File: src/rtl/primitive_sr_bram_vtap.sv
// primitive_sr_bram_vtap
// Circular delay line held in block RAM, with a tap distance chosen at run
// time plus a fixed tap at the full buffer length. After reset a sweep
// writes zero to every word, so the buffer never returns stale data.
//
// Ports:
//   i_EMUCLK  master clock, all state changes on the rising edge
//   i_RST     synchronous reset, active high; restarts the clear sweep
//   i_CEN_n   active-low enable for shift/read activity
//   i_WR      write the current slot (otherwise the slot recirculates)
//   i_TAP     requested delay in enabled cycles (0 -> 1, >LENGTH -> LENGTH)
//   i_D       write data
//   o_Q_TAP   registered word at the requested delay
//   o_Q_LAST  registered word at delay LENGTH
//   o_PTR     current write pointer
//   o_BUSY    high while the clear sweep runs
//
// Enable semantics: an edge with i_CEN_n=0 in RUN is one transfer slot.
// There is no back-pressure; outputs hold between enabled edges.
module primitive_sr_bram_vtap #(
  parameter int WIDTH  = 8,
  parameter int LENGTH = 32,
  localparam int PTRW  = $clog2(LENGTH)
) (
  input  logic             i_EMUCLK,
  input  logic             i_RST,
  input  logic             i_CEN_n,
  input  logic             i_WR,
  input  logic [PTRW:0]    i_TAP,
  input  logic [WIDTH-1:0] i_D,
  output logic [WIDTH-1:0] o_Q_TAP,
  output logic [WIDTH-1:0] o_Q_LAST,
  output logic [PTRW-1:0]  o_PTR,
  output logic             o_BUSY
);

  typedef enum logic {
    CLEAR = 1'b0,
    RUN   = 1'b1
  } state_t;

  localparam logic [PTRW-1:0] LAST  = PTRW'(LENGTH - 1);
  localparam logic [PTRW:0]   LEN_X = (PTRW + 1)'(LENGTH);

  state_t           state_q;
  state_t           state_d;
  logic [PTRW-1:0]  clraddr;
  logic [PTRW-1:0]  wrptr;
  logic [PTRW-1:0]  rdaddr;
  logic [PTRW-1:0]  waddr;
  logic [PTRW:0]    teff;
  logic [PTRW:0]    wrptr_x;
  logic             run_en;
  logic             we;
  logic [WIDTH-1:0] wdata;

  // Two identical copies give two synchronous read ports; both always see
  // the same writes.
  logic [WIDTH-1:0] mem_tap  [LENGTH];
  logic [WIDTH-1:0] mem_last [LENGTH];

  // ---------------- FSM ----------------
  always_ff @(posedge i_EMUCLK) begin
    if (i_RST) state_q <= CLEAR;
    else       state_q <= state_d;
  end

  always_comb begin
    state_d = state_q;
    case (state_q)
      CLEAR:   if (clraddr == LAST) state_d = RUN;
      RUN:     state_d = RUN;
      default: state_d = CLEAR;
    endcase
  end

  // ---------------- control ----------------
  assign run_en = (state_q == RUN) && !i_CEN_n;

  // Clear sweep writes zero regardless of the enable and write inputs.
  assign we    = !i_RST && ((state_q == CLEAR) || (run_en && i_WR));
  assign waddr = (state_q == CLEAR) ? clraddr : wrptr;
  assign wdata = (state_q == CLEAR) ? '0 : i_D;

  always_comb begin
    teff = i_TAP;
    if (i_TAP == '0)        teff = (PTRW + 1)'(1);
    else if (i_TAP > LEN_X) teff = LEN_X;
  end

  // Read address = (wrptr - teff) mod LENGTH, valid for non-power-of-two
  // LENGTH as well. teff == LENGTH lands on wrptr itself, and the read
  // sees the old word because reads and writes share the edge.
  assign wrptr_x = {1'b0, wrptr};
  assign rdaddr  = (teff > wrptr_x) ? PTRW'(wrptr_x + LEN_X - teff)
                                    : PTRW'(wrptr_x - teff);

  always_ff @(posedge i_EMUCLK) begin
    if (i_RST) begin
      clraddr <= '0;
      wrptr   <= '0;
    end else if (state_q == CLEAR) begin
      clraddr <= clraddr + 1'b1;
    end else if (run_en) begin
      wrptr <= (wrptr == LAST) ? '0 : wrptr + 1'b1;
    end
  end

  // ---------------- storage ----------------
  always_ff @(posedge i_EMUCLK) begin
    if (we) begin
      mem_tap[waddr]  <= wdata;
      mem_last[waddr] <= wdata;
    end
  end

  always_ff @(posedge i_EMUCLK) begin
    if (i_RST) begin
      o_Q_TAP  <= '0;
      o_Q_LAST <= '0;
    end else if (run_en) begin
      o_Q_TAP  <= mem_tap[rdaddr];
      o_Q_LAST <= mem_last[wrptr];
    end
  end

  assign o_PTR  = wrptr;
  assign o_BUSY = (state_q == CLEAR);

endmodule
File: config.mk
export PLATFORM = sky130hd
export DESIGN_NAME = primitive_sr_bram_vtap
export DESIGN_NICKNAME = d
export VERILOG_FILES = /design/src/rtl/primitive_sr_bram_vtap.sv
export SDC_FILE = /design/constraint.sdc
export NUM_CORES = 1
export LEC_CHECK = 0
export CORE_MARGIN = 5
export CORE_UTILIZATION = 50
export DETAILED_ROUTE_END_ITERATION = 6
export DONT_BUFFER_PORTS = 1
export GPL_TIMING_DRIVEN = 0
export MAX_ROUTING_LAYER = met4
export SYNTH_ARGS = -nofsm -noshare
export SYNTH_HDL_FRONTEND = slang
export SYNTH_SLANG_ARGS = --single-unit
File: constraint.sdc
create_clock -name i_EMUCLK -period 4.5 [get_ports i_EMUCLK]
set_clock_uncertainty 0.2 [all_clocks]
set_input_delay 1.125 -clock i_EMUCLK [delete_from_list [all_inputs] [get_ports i_EMUCLK]]
set_output_delay 1.125 -clock i_EMUCLK [all_outputs]
set_load 0.01 [all_outputs]
==> impl_metrics.py, run 1 <==
metrics = {
    "outcome": {
        "status": "finished, final reports clean",
    },
    "setup_path": {
        "rr_worst_depth": 14,
        "reg2reg_from": "o_PTR[0]",
        "crit_fanout": 10,
        "timing.rr.end": "o_Q_TAP[4]",
        "endpoint": "o_Q_TAP[4]",
        "cp.arrival_ps": 4580,
        "worstPathRequired_ps": 4710,
        "critPathLaunchType": "flop",
        "path_class": "flop to flop",
        "critPathCaptureType": "flop",
        "rrSetupSlack_ps": 130,
        "cp-startpoint": "o_PTR[0]",
    },
    "layout": {
        "fin_nets": 822,
        "layout-drive-gt1-share_pct": 30.89,
        "n_antenna_cell": 0,
        "stdcell_area_sq_um": 14900,
        "num-fill-cells": 2063,
        "multi_input_area_sq_um": 4913,
        "layout.cells.non_filler": 1160,
        "regArea_sq_um": 8228,
        "area_growth_pct": 10.40,
    },
    "detailed_routing": {
        "first_pass_iters": 7,
        "detailroute.via_count": 7769,
        "via_per_inst": 6.697,
        "wl_per_cell_microns": 32.95,
        "ant_nets": 0,
        "wl_microns": 38230,
        "drc": 0,
        "first_iter_violations": 798,
    },
    "pwr": {
        "power_density_nw_per_um2": 380.1,
        "ir_drop_v": 0.0002777,
        "leakage_nw": 4.532,
    },
    "floorplanning": {
        "io_pins": 40,
        "die_w_microns": 174.3,
        "die_y_microns": 174.3,
        "die-area_sq_um": 30380,
        "core_sq_um": 26800,
        "rows": 60,
        "initial_core_util_pct": 50.36,
    },
    "placed_design": {
        "dp_hpwl_microns": 26230,
        "placed_cell_area_sq_um": 13920,
        "dp_cells": 1104,
        "place_ws_ps": -546.4,
        "port_buffers": 0,
        "place_congestion": 0.9456,
    },
    "clock_tree": {
        "cts.clk_slew.worst_paths_ps": 70,
        "h-tree-depth": 1,
        "cts-root-buf": "clkbuf_16",
        "post_cts_buffers": 0,
        "cts_tree": "done",
        "clk_latency_ps": 560,
        "cts_buffers": 30,
        "hold_buffers": 0,
        "clock_path_buffers": 3,
        "cts_sinks": 283,
    },
    "sta": {
        "layout_min_cycle_time_ps": 4373,
        "setup_violations": 0,
        "relSlewSlack_pct": 5.902,
        "tightest_slew_ps": 1411,
        "final_hold_viol_count": 0,
        "slew_viol_final": 0,
        "worst_slack_ps": 126.8,
        "post-route-period-util_pct": 97.18,
        "fmax_ghz": 0.2287,
        "rsz0062_at_grt": "no",
    },
    "logic_synthesis": {
        "synth_top_area_share_pct": 56.96,
        "synth_nets": 790,
        "synth-seq-cells": 283,
        "yosysTopAreaCell": "edfxtp_1",
        "synth.area.top_cells": "edfxtp_1 57%, mux4_2 21%, dfxtp_1 4.0%",
        "synthDistinctLibCells": 44,
        "async_reset_ff_share_pct": 0,
        "synth_ff_type": "edfxtp_1",
        "syn_area_sq_um": 13500,
        "post_synth.cell_area_avg_sq_um": 17.69,
        "ys_top_cells_by_count": "256 x edfxtp_1, 124 x mux4_2, 65 x nor2_1, 32 x a21oi_1, 27 x dfxtp_1",
        "netlist_instances": 763,
        "yosys_warnings": 0,
        "synth.most_common_cell": "edfxtp_1",
        "ys_seq_area_share_pct": 60.96,
        "synth_edf_count": 256,
    },
    "min_path": {
        "min_from": "clraddr[0]",
        "hp-class": "flop to flop",
    },
    "grt": {
        "grt_max_degree": 33,
        "grt_pass1_vias": 7848,
        "grt_pass1_wl_microns": 54880,
        "antenna_found_initial": 0,
        "grtUsageTotal_pct": 25.84,
        "gr-total-overflow": 0,
    },
    "job": {
        "maxCapViolCount": 0,
    },
}
## per-layer routing
metal / up-vias / share of wire (%) / global-route usage (%)
met2: 423 / 45 / 37.54
met3: 68 / 9.4 / 6.198
met4: 0 / 3.4 / 7.621
met1: 4051 / 42 / 36.88
li1: 3227 / - / -
met5: - / 0 / -
## timing repair
item                       4_1_cts  5_1_grt
pin swaps                        0        0
setup endpoints to repair        8        8
resized for setup                5       12
cloned                           0        0
## registers in the layout, indices dropped and copies added, names as in the netlist
signal,cells
o_Q_TAP,8
clraddr,5
state_q,1
o_Q_LAST,8
mem_tap,248
o_PTR,5
mem_last,8
## power by group
part / switching, W / leakage, nW / internal (W)
logic: 0.000246 / 1.62 / 0.000183
registers: 0.00000950 / 2.45 / 0.00284
clock network: 0.00103 / 0.460 / 0.00135
total: 0.00128 / 4.53 / 0.00438
## cell families (layout without fill, tap and decap cells)
group | Yosys count | in the layout | synth area share, %
AOI/OAI and AO/OA | 92 | 92 | 5.303
buffers and inverters | 64 | 120 | 2.661
DFF | 283 | 283 | 60.96
xor gates and xnor gates | 6 | 6 | 0.5006
adders and majority gates | 9 | 9 | 0.8900
muxes | 172 | 172 | 24.97
and+or+nand+nor | 137 | 137 | 4.719
## worst max-delay path: stages (launching register included)
cell      delay (ps)
dfxtp_1          470
clkbuf_4         300
buf_4            290
buf_2            310
inv_1             70
ha_1             200
inv_1            100
fa_1             450
clkbuf_2         300
buf_4            310
mux4_2           350
mux2i_1          350
nor3_1           130
a221oi_2         260
a211oi_2         110
## worst min path at each step
stage / to / slack [ps] / depth (start not counted)
finish: clraddr[0] / 300 / 2
global route: o_Q_LAST[4] / 370 / 2
CTS: clraddr[0] / 300 / 2
detailed placement: clraddr[0] / 290 / 2
global placement: clraddr[0] / 290 / 2
floorplan: clraddr[0] / 270 / 2
## cell usage in the layout (no fill, tap or decap), types with 15 or more instances in the layout
cell type,n
edfxtp_1,256
mux4_2,124
nor2_1,65
a21oi_1,32
clkbuf_16,30
dfxtp_1,27
buf_2,21
mux2i_1,19
nor3_1,19
mux2_2,17
nand2_1,15
## area by class of cell
type	instances	share of cell area [%]
clock buffer	33	5.181
clock inverter	23	1.234
multi-input combinational	416	32.98
sequential	283	55.22
inverter	6	0.1511
buffer	58	2.376
tap	341	2.863
## through the flow
step                      TNS, ps  hold slack, ps  utilization, %  total power (W)
after floorplan                 0           265.2               -         0.003198
after global placement      -3960           288.6           51.95         0.003330
after detailed placement    -3827           285.1           51.95         0.003330
after CTS                       0           298.9           55.55         0.005695
after global routing            0           371.0           55.60         0.005825
final                           0           300.7           55.60         0.005664
(Power assumes the default switching activity.)
==> run 2: changes to the inputs <==
--- a/config.mk
+++ b/config.mk
@@ -11,6 +11,8 @@
 export DONT_BUFFER_PORTS = 1
 export GPL_TIMING_DRIVEN = 0
 export MAX_ROUTING_LAYER = met4
+export PLACE_DENSITY = 0.76
+export SKIP_CTS_REPAIR_TIMING = 1
 export SYNTH_ARGS = -nofsm -noshare
 export SYNTH_HDL_FRONTEND = slang
 export SYNTH_SLANG_ARGS = --single-unit
==> run 2 against run 1 <==
Against the previous run: sequential power barely moved; setup slack gained 46 ps; critical path type unchanged; clock power increased by 6%; combinational power shrank 2%; fmax up 1.1%; die area unchanged; critical endpoint is now o_Q_TAP[1].
==> impl_metrics.py, run 2 (synthesis results as in run 1) <==
metrics = {
    "outcome": {
        "status": "finished, final reports clean",
    },
    "setup_path": {
        "max_stage_delay_ps": 610,
        "path_class": "flop to flop",
        "cp.arrival_ps": 4530,
        "cpLargestDelayFamily": "buffers and inverters",
        "crit_fanout": 10,
        "timing.rr.end": "o_Q_TAP[1]",
        "worst-path-buf-inv": 7,
        "slowest_stage": "clkbuf_1",
        "worstPathRequired_ps": 4700,
        "rr_worst_depth": 14,
        "rrSetupSlack_ps": 170,
        "critPathLaunchType": "flop",
        "critPathCaptureType": "flop",
        "crit_chain": "buf_2, clkbuf_4, buf_2, inv_1, ha_1, inv_1, fa_1, clkbuf_2, clkbuf_1, mux4_2, mux2i_1, nor3_1, a221oi_2, a211oi_2",
        "reg2reg_from": "o_PTR[0]",
    },
    "layout": {
        "fin_nets": 820,
        "largest_register": "mem_tap",
        "final_common_cell": "edfxtp_1",
        "largest_reg_flops": 248,
        "layout_common_cells": "256 x edfxtp_1, 124 x mux4_2, 65 x nor2_1",
        "layout.cells.non_filler": 1156,
        "layout-drive-gt1-share_pct": 30.43,
        "n_antenna_cell": 0,
        "area_growth_pct": 10.72,
    },
    "clock_tree": {
        "cts_sinks": 283,
        "clk_latency_ps": 550,
        "cts.clk_slew.worst_paths_ps": 60,
        "cts_tree": "done",
        "cts_buffers": 28,
        "h-tree-depth": 1,
        "clock_path_buffers": 3,
        "cts-root-buf": "clkbuf_16",
    },
    "pwr": {
        "power_density_nw_per_um2": 388.3,
        "ir_drop_v": 0.0003134,
        "switching_share_pct": 21.50,
        "clkPwrFrac_pct": 43.7,
        "power.total_w": 0.005802,
        "power_frac_comb_pct": 7.2,
        "internal-power_w": 0.004555,
        "p_switching_w": 0.001247,
        "p_seq_share_pct": 49.1,
        "leakage_nw": 4.542,
    },
    "min_path": {
        "hp-class": "flop to flop",
        "hold_depth": 2,
        "hold_end": "clraddr[0]",
        "min_from": "clraddr[0]",
    },
    "detailed_routing": {
        "ant_nets": 0,
        "first_pass_iters": 5,
        "wl_per_cell_microns": 30.49,
        "drc": 0,
        "detailroute.via_count": 7909,
        "first_iter_violations": 1041,
        "wl_microns": 35240,
        "via_per_inst": 6.842,
    },
    "grt": {
        "grt_max_degree": 33,
        "gr-total-overflow": 0,
        "grt_pass1_vias": 7669,
        "grtUsageTotal_pct": 23.64,
        "antenna_found_initial": 0,
        "grt_pass1_wl_microns": 51040,
    },
    "placed_design": {
        "dp_cells": 1104,
        "dp_hpwl_microns": 23830,
        "port_buffers": 0,
        "place_congestion": 0.9743,
    },
    "sta": {
        "post-route-period-util_pct": 96.16,
        "slew_viol_final": 0,
        "layout_min_cycle_time_ps": 4327,
        "final_hold_viol_count": 0,
        "tightest_slew_ps": 1384,
        "rsz0062_at_grt": "no",
        "fmax_ghz": 0.2311,
        "relSlewSlack_pct": 7.763,
        "setup_violations": 0,
    },
    "floorplanning": {
        "initial_core_util_pct": 50.36,
        "rows": 60,
        "die_y_microns": 174.3,
        "core_sq_um": 26800,
        "die_w_microns": 174.3,
        "io_pins": 40,
        "die-area_sq_um": 30380,
    },
    "job": {
        "maxCapViolCount": 0,
    },
}
run 2: changes by cell type in the layout (fill, tap and decap cells not counted), moves of 2 or more:
cell	change
and2_1	+3
and2_2	-3
buf_4	-3
bufinv_16	+2
clkbuf_1	+6
clkbuf_8	+2
clkinv_1	-8
clkinv_2	-4
inv_6	-2
run 2: worst max-delay path by stage:
stage	from	end	depth (start not counted)
2_1_floorplan	i_TAP[3]	o_Q_TAP[0]	12
3_3_place_gp	i_TAP[3]	o_Q_TAP[3]	12
3_5_place_dp	i_TAP[3]	o_Q_TAP[3]	12
4_1_cts	o_PTR[0]	o_Q_TAP[5]	13
5_1_grt	o_PTR[0]	o_Q_TAP[3]	13
6_report	o_PTR[0]	o_Q_TAP[1]	14
run 2: per-layer routing:
metal / wire length (microns) / global-route usage (%)
met5: 0 / -
met4: 1088 / 6.598
met3: 4252 / 5.633
met2: 16150 / 35.09
met1: 13750 / 33.24
run 2: cell type report:
cell class	instances	area, sq um
sequential	283	8228
buffer	58	345.3
clock inverter	11	167.7
clock buffer	41	843.3
tap	341	426.7
multi-input combinational	416	4910
inverter	6	22.52
fill	2004	11860
run 2: per-stage QoR:
stage | hold slack [ps] | setup slack (ps) | area (sq um) | setup TNS [ps] | util (%)
after global placement | 281.3 | -300.0 | 13920 | -2086 | 51.95
after global routing | 312.3 | 61.92 | 14940 | 0 | 55.76
after detailed placement | 286.4 | -395.9 | 13920 | -2868 | 51.95
after floorplan | 265.2 | 451.8 | 13500 | 0 | -
after CTS | 296.3 | -8.106 | 14930 | -14.40 | 55.72
final | 296.2 | 173.0 | 14940 | 0 | 55.76
run 2: worst register-to-register path, cell delays in order, from the launching register on:
cell and delay (ps):
dfxtp_1 460, buf_2 310, clkbuf_4 310, buf_2 280
inv_1 70, ha_1 190, inv_1 100, fa_1 170
clkbuf_2 360, clkbuf_1 610, mux4_2 410, mux2i_1 300
nor3_1 100, a221oi_2 210, a211oi_2 100
run 2: power groups by stage:
stage	Sequential, W	Clock, W	Combinational, W
final	0.00285	0.00253	0.000419
after global routing	0.00285	0.00265	0.000431
after detailed placement	0.00291	0	0.000409
after CTS	0.00285	0.00254	0.000411
after floorplan	0.00290	0	0.000294
after global placement	0.00291	0	0.000406
==> run 3: changes to the inputs <==
--- a/config.mk
+++ b/config.mk
@@ -5,6 +5,7 @@
 export SDC_FILE = /design/constraint.sdc
 export NUM_CORES = 1
 export LEC_CHECK = 0
+export ABC_AREA = 1
 export CORE_MARGIN = 5
 export CORE_UTILIZATION = 50
 export DETAILED_ROUTE_END_ITERATION = 6
==> run 3 against run 2 <==
Against the previous run: sequential power is essentially flat; combinational power grew 32%; critical path depth grew 3; die area grew 11%; clock-buffer cell count shrank 1; final cell count grew 99%; first-iteration DRC count grew 80%; global-route usage grew 9.7 points; register-to-register slack lost 90 ps; via count grew 71%; setup slack lost 89 ps; critical endpoint unchanged; largest cell class unchanged.
==> impl_metrics.py, run 3 <==
metrics = {
    "sta": {
        "relSlewSlack_pct": 3.745,
        "post-route-period-util_pct": 98.13,
        "setup_violations": 0,
        "rsz0062_at_grt": "no",
        "tightest_slew_ps": 1442,
        "fmax_ghz": 0.2265,
        "whs_ps": 307.6,
        "slew_viol_final": 0,
        "layout_min_cycle_time_ps": 4416,
        "final_hold_viol_count": 0,
        "finalSetupTns_ps": 0,
    },
    "pwr": {
        "power_density_nw_per_um2": 355.5,
        "power_frac_comb_pct": 9.3,
        "power.total_w": 0.005943,
        "clkPwrFrac_pct": 42.7,
        "internal-power_w": 0.004468,
        "leakage_nw": 7.505,
        "p_seq_share_pct": 47.9,
        "p_switching_w": 0.001476,
        "ir_drop_v": 0.0003087,
        "switching_share_pct": 24.83,
    },
    "setup_path": {
        "crit_fanout": 10,
        "critPathLaunchType": "flop",
        "rrSetupSlack_ps": 80,
        "reg2reg_from": "o_PTR[0]",
        "critPathCaptureType": "flop",
        "cpLargestDelayFamily": "buffers and inverters",
        "cp.arrival_ps": 4730,
        "cp-startpoint": "o_PTR[0]",
        "crit_chain": "buf_2, inv_2, buf_6, buf_2, ha_1, inv_1, fa_1, buf_2, clkbuf_1, o211ai_1, nand2_1, nand2_1, nand3_1, nand3_1, nand3_1, nand2_1, inv_1",
        "slowest_stage": "clkbuf_1",
        "worstPathRequired_ps": 4810,
        "max_stage_delay_ps": 690,
        "path_class": "flop to flop",
        "worst-path-buf-inv": 8,
    },
    "floorplanning": {
        "io_pins": 40,
        "core_sq_um": 29720,
        "rows": 63,
        "die_w_microns": 183.7,
        "initial_core_util_pct": 50.77,
        "die-area_sq_um": 33750,
        "die_y_microns": 183.7,
    },
    "logic_synthesis": {
        "synth_top_area_share_pct": 50.95,
        "async_reset_ff_share_pct": 0,
        "post_synth.cell_area_avg_sq_um": 8.133,
        "synth_nets": 1882,
        "ys_top_cells_by_count": "554 x nand2_1, 277 x nand3_1, 267 x inv_1, 256 x edfxtp_1, 125 x nor2_1",
        "synth.most_common_cell": "nand2_1",
        "synth_edf_count": 256,
        "synth.area.top_cells": "edfxtp_1 51%, nand2_1 14%, nand3_1 9.2%",
        "synth_ff_type": "edfxtp_1",
        "yosysTopAreaCell": "edfxtp_1",
        "syn_area_sq_um": 15090,
        "synthDistinctLibCells": 29,
        "yosys_warnings": 0,
        "ys_seq_area_share_pct": 54.54,
        "netlist_instances": 1855,
        "synth-seq-cells": 283,
    },
    "layout": {
        "largest_reg_flops": 248,
        "layout.cells.non_filler": 2306,
        "fin_nets": 1920,
        "n_antenna_cell": 0,
        "layout_common_cells": "554 x nand2_1, 277 x nand3_1, 265 x inv_1",
        "layout-drive-gt1-share_pct": 6.785,
        "stdcell_area_sq_um": 16720,
        "area_growth_pct": 10.82,
        "final_common_cell": "nand2_1",
        "largest_register": "mem_tap",
    },
    "detailed_routing": {
        "wl_per_cell_microns": 24.02,
        "top_layer": "met4",
        "first_iter_violations": 1869,
        "first_pass_iters": 6,
        "ant_nets": 0,
        "met2_length_microns": 25770,
        "detailroute.via_count": 13510,
        "drc": 0,
        "wl_met1_microns": 21820,
        "wl_met3_microns": 5663,
        "via_per_inst": 5.860,
        "wl_microns": 55390,
    },
    "grt": {
        "grtUsageTotal_pct": 33.32,
        "grt_pass1_vias": 12600,
        "gr-total-overflow": 0,
        "grt_pass1_wl_microns": 80880,
        "antenna_found_initial": 0,
        "grt_max_degree": 33,
    },
    "outcome": {
        "status": "finished, final reports clean",
    },
    "clock_tree": {
        "h-tree-depth": 1,
        "clock_path_buffers": 3,
        "cts.clk_slew.worst_paths_ps": 70,
        "cts-root-buf": "clkbuf_16",
        "clk_latency_ps": 570,
        "cts_sinks": 283,
        "cts_buffers": 30,
        "cts_tree": "done",
    },
    "job": {
        "maxCapViolCount": 0,
    },
    "placed_design": {
        "place_congestion": 1.017,
        "dp_hpwl_microns": 39290,
        "dp_cells": 2246,
        "port_buffers": 0,
        "placed_cell_area_sq_um": 15600,
    },
    "min_path": {
        "min_from": "clraddr[4]",
        "hp-class": "flop to flop",
    },
}
-- run 3: changes by cell type in the layout (fill, tap and decap cells not counted), moves of 60 or more --
cell and change:
a21oi_1 +62, inv_1 +259, mux4_2 -124, nand2_1 +539, nand3_1 +276, nor2_1 +60
o21ai_0 +80
-- run 3: cells by family after synthesis --
kind of cell	share of synthesized area, %
flip-flops	54.54
XOR/XNOR	0.2820
AND/OR/NAND/NOR	26.97
buffers and inverters	10.32
adder cells (fa/ha/maj)	0.7962
AO/OA/AOI/OAI	7.099
-- run 3: per-layer routing --
layer	track usage, %	vias up
li1	-	6110
met1	45.47	6390
met2	52.46	872
met3	4.472	141
met4	10.23	0
met5	-	-
-- run 3: tightest hold or removal path, delay by kind of cell (launching register included) --
| kind | cells | cell delay (ps) |
|---|---|---|
| compound gates | 1 | 60 |
| flops | 1 | 340 |
| simple gates | 1 | 60 |
-- run 3: final timing paths --
path,endpoint,cells after the start
hold reg to reg,clraddr[4],2
hold / removal,clraddr[4],2
setup reg to reg,o_Q_TAP[1],17
setup / recovery,o_Q_TAP[1],17
-- run 3: power groups by stage --
stage               sequential (W)  combinational [W]  clock [W]
floorplan                  0.00290           0.000334          0
global placement           0.00290           0.000532          0
detailed placement         0.00290           0.000532          0
CTS                        0.00285           0.000534    0.00253
global route               0.00285           0.000584    0.00265
finish                     0.00285           0.000554    0.00254
-- run 3: final cells by class --
class / count / area, sq um
timing repair buffer: 6 / 165.2
inverter: 275 / 1032
buffer: 107 / 524.3
sequential: 283 / 8228
multi-input combinational: 1190 / 5303
clock inverter: 15 / 170.2
clock buffer: 40 / 809.5
tap: 390 / 488.0
fill: 2729 / 13000
-- run 3: per-stage QoR --
| stage | setup slack [ps] | util (%) |
|---|---|---|
| after floorplan | 1141 | - |
| after global placement | 44.09 | 52.41 |
| after detailed placement | 39.26 | 52.50 |
| after CTS | 194.1 | 55.80 |
| after global routing | 14.05 | 56.26 |
| final | 84.34 | 56.26 |
